File: src/rtl/run_ctrl.sv
// run_ctrl: run/pause/step/halt CPU advance enable; define RUN_CTRL_BREAKPOINT_EN for a PC breakpoint in RUN
module run_ctrl #(
    parameter int DEB_CYCLES = 16,
    parameter int CNT_W      = 5
) (
    input  logic        clk,
    input  logic        rst,
    input  logic        tick,
    input  logic        btn_run,
    input  logic        btn_step,
    input  logic        halt_req,
    input  logic [31:0] pc,
    input  logic [31:0] bp_addr,
    output logic        cpu_en,
    output logic [1:0]  state,
    output logic        halted
);
    typedef enum logic [1:0] {PAUSE = 2'b00, RUN = 2'b01, STEP = 2'b10, HALT = 2'b11} state_t;
    localparam logic [CNT_W-1:0] CNT_MAX = CNT_W'(DEB_CYCLES - 1);
    state_t     st;
    logic [1:0] raw, s0, s1, deb, deb_q;
    logic       run_p, step_p, bp_hit;
    assign raw = {btn_step, btn_run};
    always_ff @(posedge clk) begin
        if (rst) begin
            s0    <= '0;
            s1    <= '0;
            deb_q <= '0;
        end else begin
            s0    <= raw;
            s1    <= s0;
            deb_q <= deb;
        end
    end
    for (genvar i = 0; i < 2; i++) begin : g_deb
        logic [CNT_W-1:0] cnt;
        logic             lvl;
        always_ff @(posedge clk) begin
            if (rst) begin
                cnt <= '0;
                lvl <= 1'b0;
            end else if (s1[i] == lvl) begin
                cnt <= '0;
            end else if (cnt == CNT_MAX) begin
                lvl <= ~lvl;
                cnt <= '0;
            end else begin
                cnt <= cnt + CNT_W'(1);
            end
        end
        assign deb[i] = lvl;
    end
    assign run_p  = deb[0] & ~deb_q[0];
    assign step_p = deb[1] & ~deb_q[1];
`ifdef RUN_CTRL_BREAKPOINT_EN
    assign bp_hit = (pc == bp_addr) && (bp_addr != 32'hFFFF_FFFF);
`else
    logic unused_bp;
    assign unused_bp = ^{pc, bp_addr};
    assign bp_hit    = 1'b0;
`endif
    assign cpu_en = !rst && !halt_req && ((st == RUN && tick) || st == STEP);
    assign state  = st;
    always_ff @(posedge clk) begin
        if (rst) begin
            st     <= PAUSE;
            halted <= 1'b0;
        end else if (halt_req) begin
            st     <= HALT;
            halted <= 1'b1;
        end else begin
            case (st)
                PAUSE:   st <= run_p ? RUN : step_p ? STEP : PAUSE;
                RUN:     st <= (run_p || (tick && bp_hit)) ? PAUSE : RUN;
                STEP:    st <= PAUSE;
                default: st <= HALT;
            endcase
        end
    end
endmodule

File: config.mk
export PLATFORM = sky130hd
export DESIGN_NAME = run_ctrl
export DESIGN_NICKNAME = d
export VERILOG_FILES = /design/src/rtl/run_ctrl.sv
export SDC_FILE = /design/constraint.sdc
export NUM_CORES = 1
export LEC_CHECK = 0
export ABC_AREA = 1
export CORE_MARGIN = 10
export CORE_UTILIZATION = 32
export CTS_BUF_LIST = sky130_fd_sc_hd__clkbuf_2 sky130_fd_sc_hd__clkbuf_4 sky130_fd_sc_hd__clkbuf_8
export DETAILED_ROUTE_END_ITERATION = 8
export GPL_ROUTABILITY_DRIVEN = 0
export PLACE_DENSITY = 0.89
export SYNTH_ARGS = -nofsm -noshare
export SYNTH_HDL_FRONTEND = slang
export SYNTH_SLANG_ARGS = --single-unit
File: constraint.sdc
create_clock -name clk -period 1.49 [get_ports clk]
set_input_delay 0.2235 -clock clk [delete_from_list [all_inputs] [get_ports clk]]
set_output_delay 0.2235 -clock clk [all_outputs]
set_load 0.01 [all_outputs]
==> results_dict.tcl <==
set metrics [dict create \
    min_from "s0[0]$_SDFF_PP0_" \
    seq_area_sq_um 422.9 \
    maxCapViolCount 0 \
    dpl.hpwl_um 1137 \
    ys_top_cells_by_area "dfxtp_1 (48%), nor2_1 (12%), ha_1 (11%), inv_1 (8.6%), nand2_1 (4.7%)" \
    cp.required_ns 1.27 \
    diodes 0 \
    finalNetCount 208 \
    syn-instance-count 109 \
    firstDrtPassIters 4 \
    r2r_start "g_deb[0].cnt[0]$_SDFF_PP0_" \
    final.fill_count 252 \
    drive_above_1_share_pct 20.16 \
    wire_per_inst_um 10.00 \
    grt_max_degree 13 \
    routed_wl_um 1590 \
    die_h_um 72.28 \
    power_mw 0.9665 \
    synth_top_area_cell "dfxtp_1" \
    synth_compound_area_share_pct 6.581 \
    netlist_area_sq_um 874.6 \
    synth_xor_area_share_pct 2.003 \
    clk_latency_ns 0.30 \
    slew_headroom_pct 86.39 \
    fin_crit_ns 1.469 \
    arrival_ns 1.25 \
    cp-startpoint "state[1]$_SDFF_PP0_" \
    drv_slew 0 \
    powerDensity_nw_per_um2 882.8 \
    hold_viol 0 \
    worst-setup-path-type "reg -> out" \
    track_usage_pct 6.345 \
    overflow 0 \
    syn_to_final_growth_pct 25.18 \
    cts_tree "built" \
    cts_buffers 3 \
    row_count 18 \
    htreeDepth 1 \
    final_area_sq_um 1095 \
    grt_antenna_before_repair 0 \
    synth.net_count 187 \
    startpoint_type "flip-flop" \
    synthAdderAreaFrac_pct 11.44 \
    fin_worst_skew_ns 0.002993 \
    endpoint_kind "output pin" \
    start_util_pct 34.37 \
    ys_seq_elements 21 \
    vias 686 \
    post-route-period-util_pct 98.58 \
    post_dp_cell_area_sq_um 1047 \
    die_w_um 72.28 \
    grt_pass1_wl_um 2656 \
    multiInputGateArea_sq_um 385.4 \
    tns_ns 0 \
    coreArea_sq_um 2545 \
    synth_top_family_by_area "simple AND/OR/NAND/NOR gates" \
    outcome "finished clean" \
    min_path_type "reg -> reg" \
    portBuffers 9 \
    clockRootBuffer "clkbuf_4" \
    grt_pass1_vias 662 \
    ys_seq_area_share_pct 48.07 \
    setup_viol_count_final 0 \
    ctsHoldBuffers 0 \
    leakagePower_nw 0.4745 \
    clk_pin_slew_worst_paths_ns 0.11 \
    drt_iter0_drc 17 \
    rsz0062_at_grt "true" \
    ir_worst_vdd_v 0.0004093 \
    drcViolationCount 0 \
    worst_slew_pin_slew_ns 0.2039 \
    synth_top_area_share_pct 48.07 \
    boundaryPins 74 \
    yosys_warnings 0 \
    synthMuxAreaShare_pct 0 \
    synth_simple_gate_area_share_pct 22.03 \
    synth_cell_types 15 \
    cp_max_fo 2 \
    cts_buffer_depth 2 \
    fmax_mhz 680.8 \
    ant_nets 0 \
    design.die.area_sq_um 5224 \
    via_per_inst 4.314 \
    fin_util_pct 43.02 \
    cts_sinks 21 \
    avgSynthCellArea_sq_um 8.024 \
]
through the flow:
| stage | cells | hold WS (ns) | worst slack (ns) |
|---|---|---|---|
| after floorplan | 109 | 0.3305 | 0.2960 |
| after global placement | 154 | 0.3895 | -0.1403 |
| after detailed placement | 154 | 0.3948 | -0.1418 |
| after CTS | 158 | 0.4042 | 0.002095 |
| after global routing | 159 | 0.4348 | -0.07662 |
| final | 159 | 0.4061 | 0.02109 |
worst paths after layout:
kind                                              endpoint  slack, ns  depth (start not counted)
worst min-delay path                      s1[0]$_SDFF_PP0_       0.41                          2
worst min register to register            s1[0]$_SDFF_PP0_       0.41                          2
worst max register to register  g_deb[0].cnt[3]$_SDFF_PP0_       0.17                          7
worst max-delay path                                cpu_en       0.02                          7
report_power, final:
| part | switching (mW) | leakage (nW) | internal (mW) |
|---|---|---|---|
| Combinational | 0.0523 | 0.285 | 0.0611 |
| Sequential | 0.00929 | 0.171 | 0.576 |
| Clock | 0.168 | 0.0177 | 0.100 |
critical path, stage by stage (launching register included):
cell and delay [ns]:
dfxtp_2 0.36, inv_2 0.05, ha_4 0.16, nand2_2 0.06
inv_2 0.03, o21ai_1 0.11, inv_1 0.04, buf_2 0.13
registers in the layout, indices dropped and copies added (netlist names):
name,flops
g_deb.lvl,2
g_deb.cnt,10
deb_q,2
halted,1
state,2
s0,2
s1,2
cells in the mapped netlist:
library cell / n
nand4_1: 2
dfxtp_1: 21
inv_1: 20
nand3_1: 3
o21ai_0: 3
xnor2_1: 2
inv_2: 1
nand2_1: 11
nand3_2: 1
a21oi_2: 2
nor2_1: 27
nand2_2: 2
a21oi_1: 5
ha_1: 8
buf_4: 1
kinds of logic (layout without fill, tap and decap cells):
logic type | after synthesis | in the layout
AND/OR/NAND/NOR | 46 | 46
flip-flops | 21 | 21
adder cells (fa/ha/maj) | 8 | 8
XOR/XNOR | 2 | 2
AO/OA/AOI/OAI | 10 | 10
buffers and inverters | 22 | 42
what timing repair did:
action | CTS | global route
setup endpoints to repair | 3 | 1
cloned | 0 | 0
buffers inserted | 0 | 1
pin swaps | 0 | 2
gates resized for setup | 9 | 6
cell type report:
type	instances	area share, %
Inverter	21	7.200
Clock buffer	3	2.057
Multi-Input combinational cell	66	35.20
Sequential cell	21	38.63
Tap cell	30	3.429
Clock inverter	1	0.4571
Timing Repair Buffer	17	13.03
cells in the final DEF, fill, tap and decap left out, drive strengths merged:
| master | instances |
|---|---|
| dfxtp | 21 |
| clkdlybuf4s50 | 6 |
| clkbuf | 3 |
| o21ai | 3 |
| nor2 | 27 |
| inv | 21 |
| nand3 | 4 |
| nand4 | 2 |
| nand2 | 13 |
| buf | 9 |
| ha | 8 |
| dlygate4sd2 | 2 |
| clkinv | 1 |
| a21oi | 7 |
| xnor2 | 2 |
per-layer routing:
layer / part of all wire, % / GRT usage, %
met1: 42 / 6.870
met2: 52 / 10.20
met5: 0 / 0
met3: 1.6 / 0.8163
met4: 4.3 / 6.452
(Power assumes the default switching activity.)
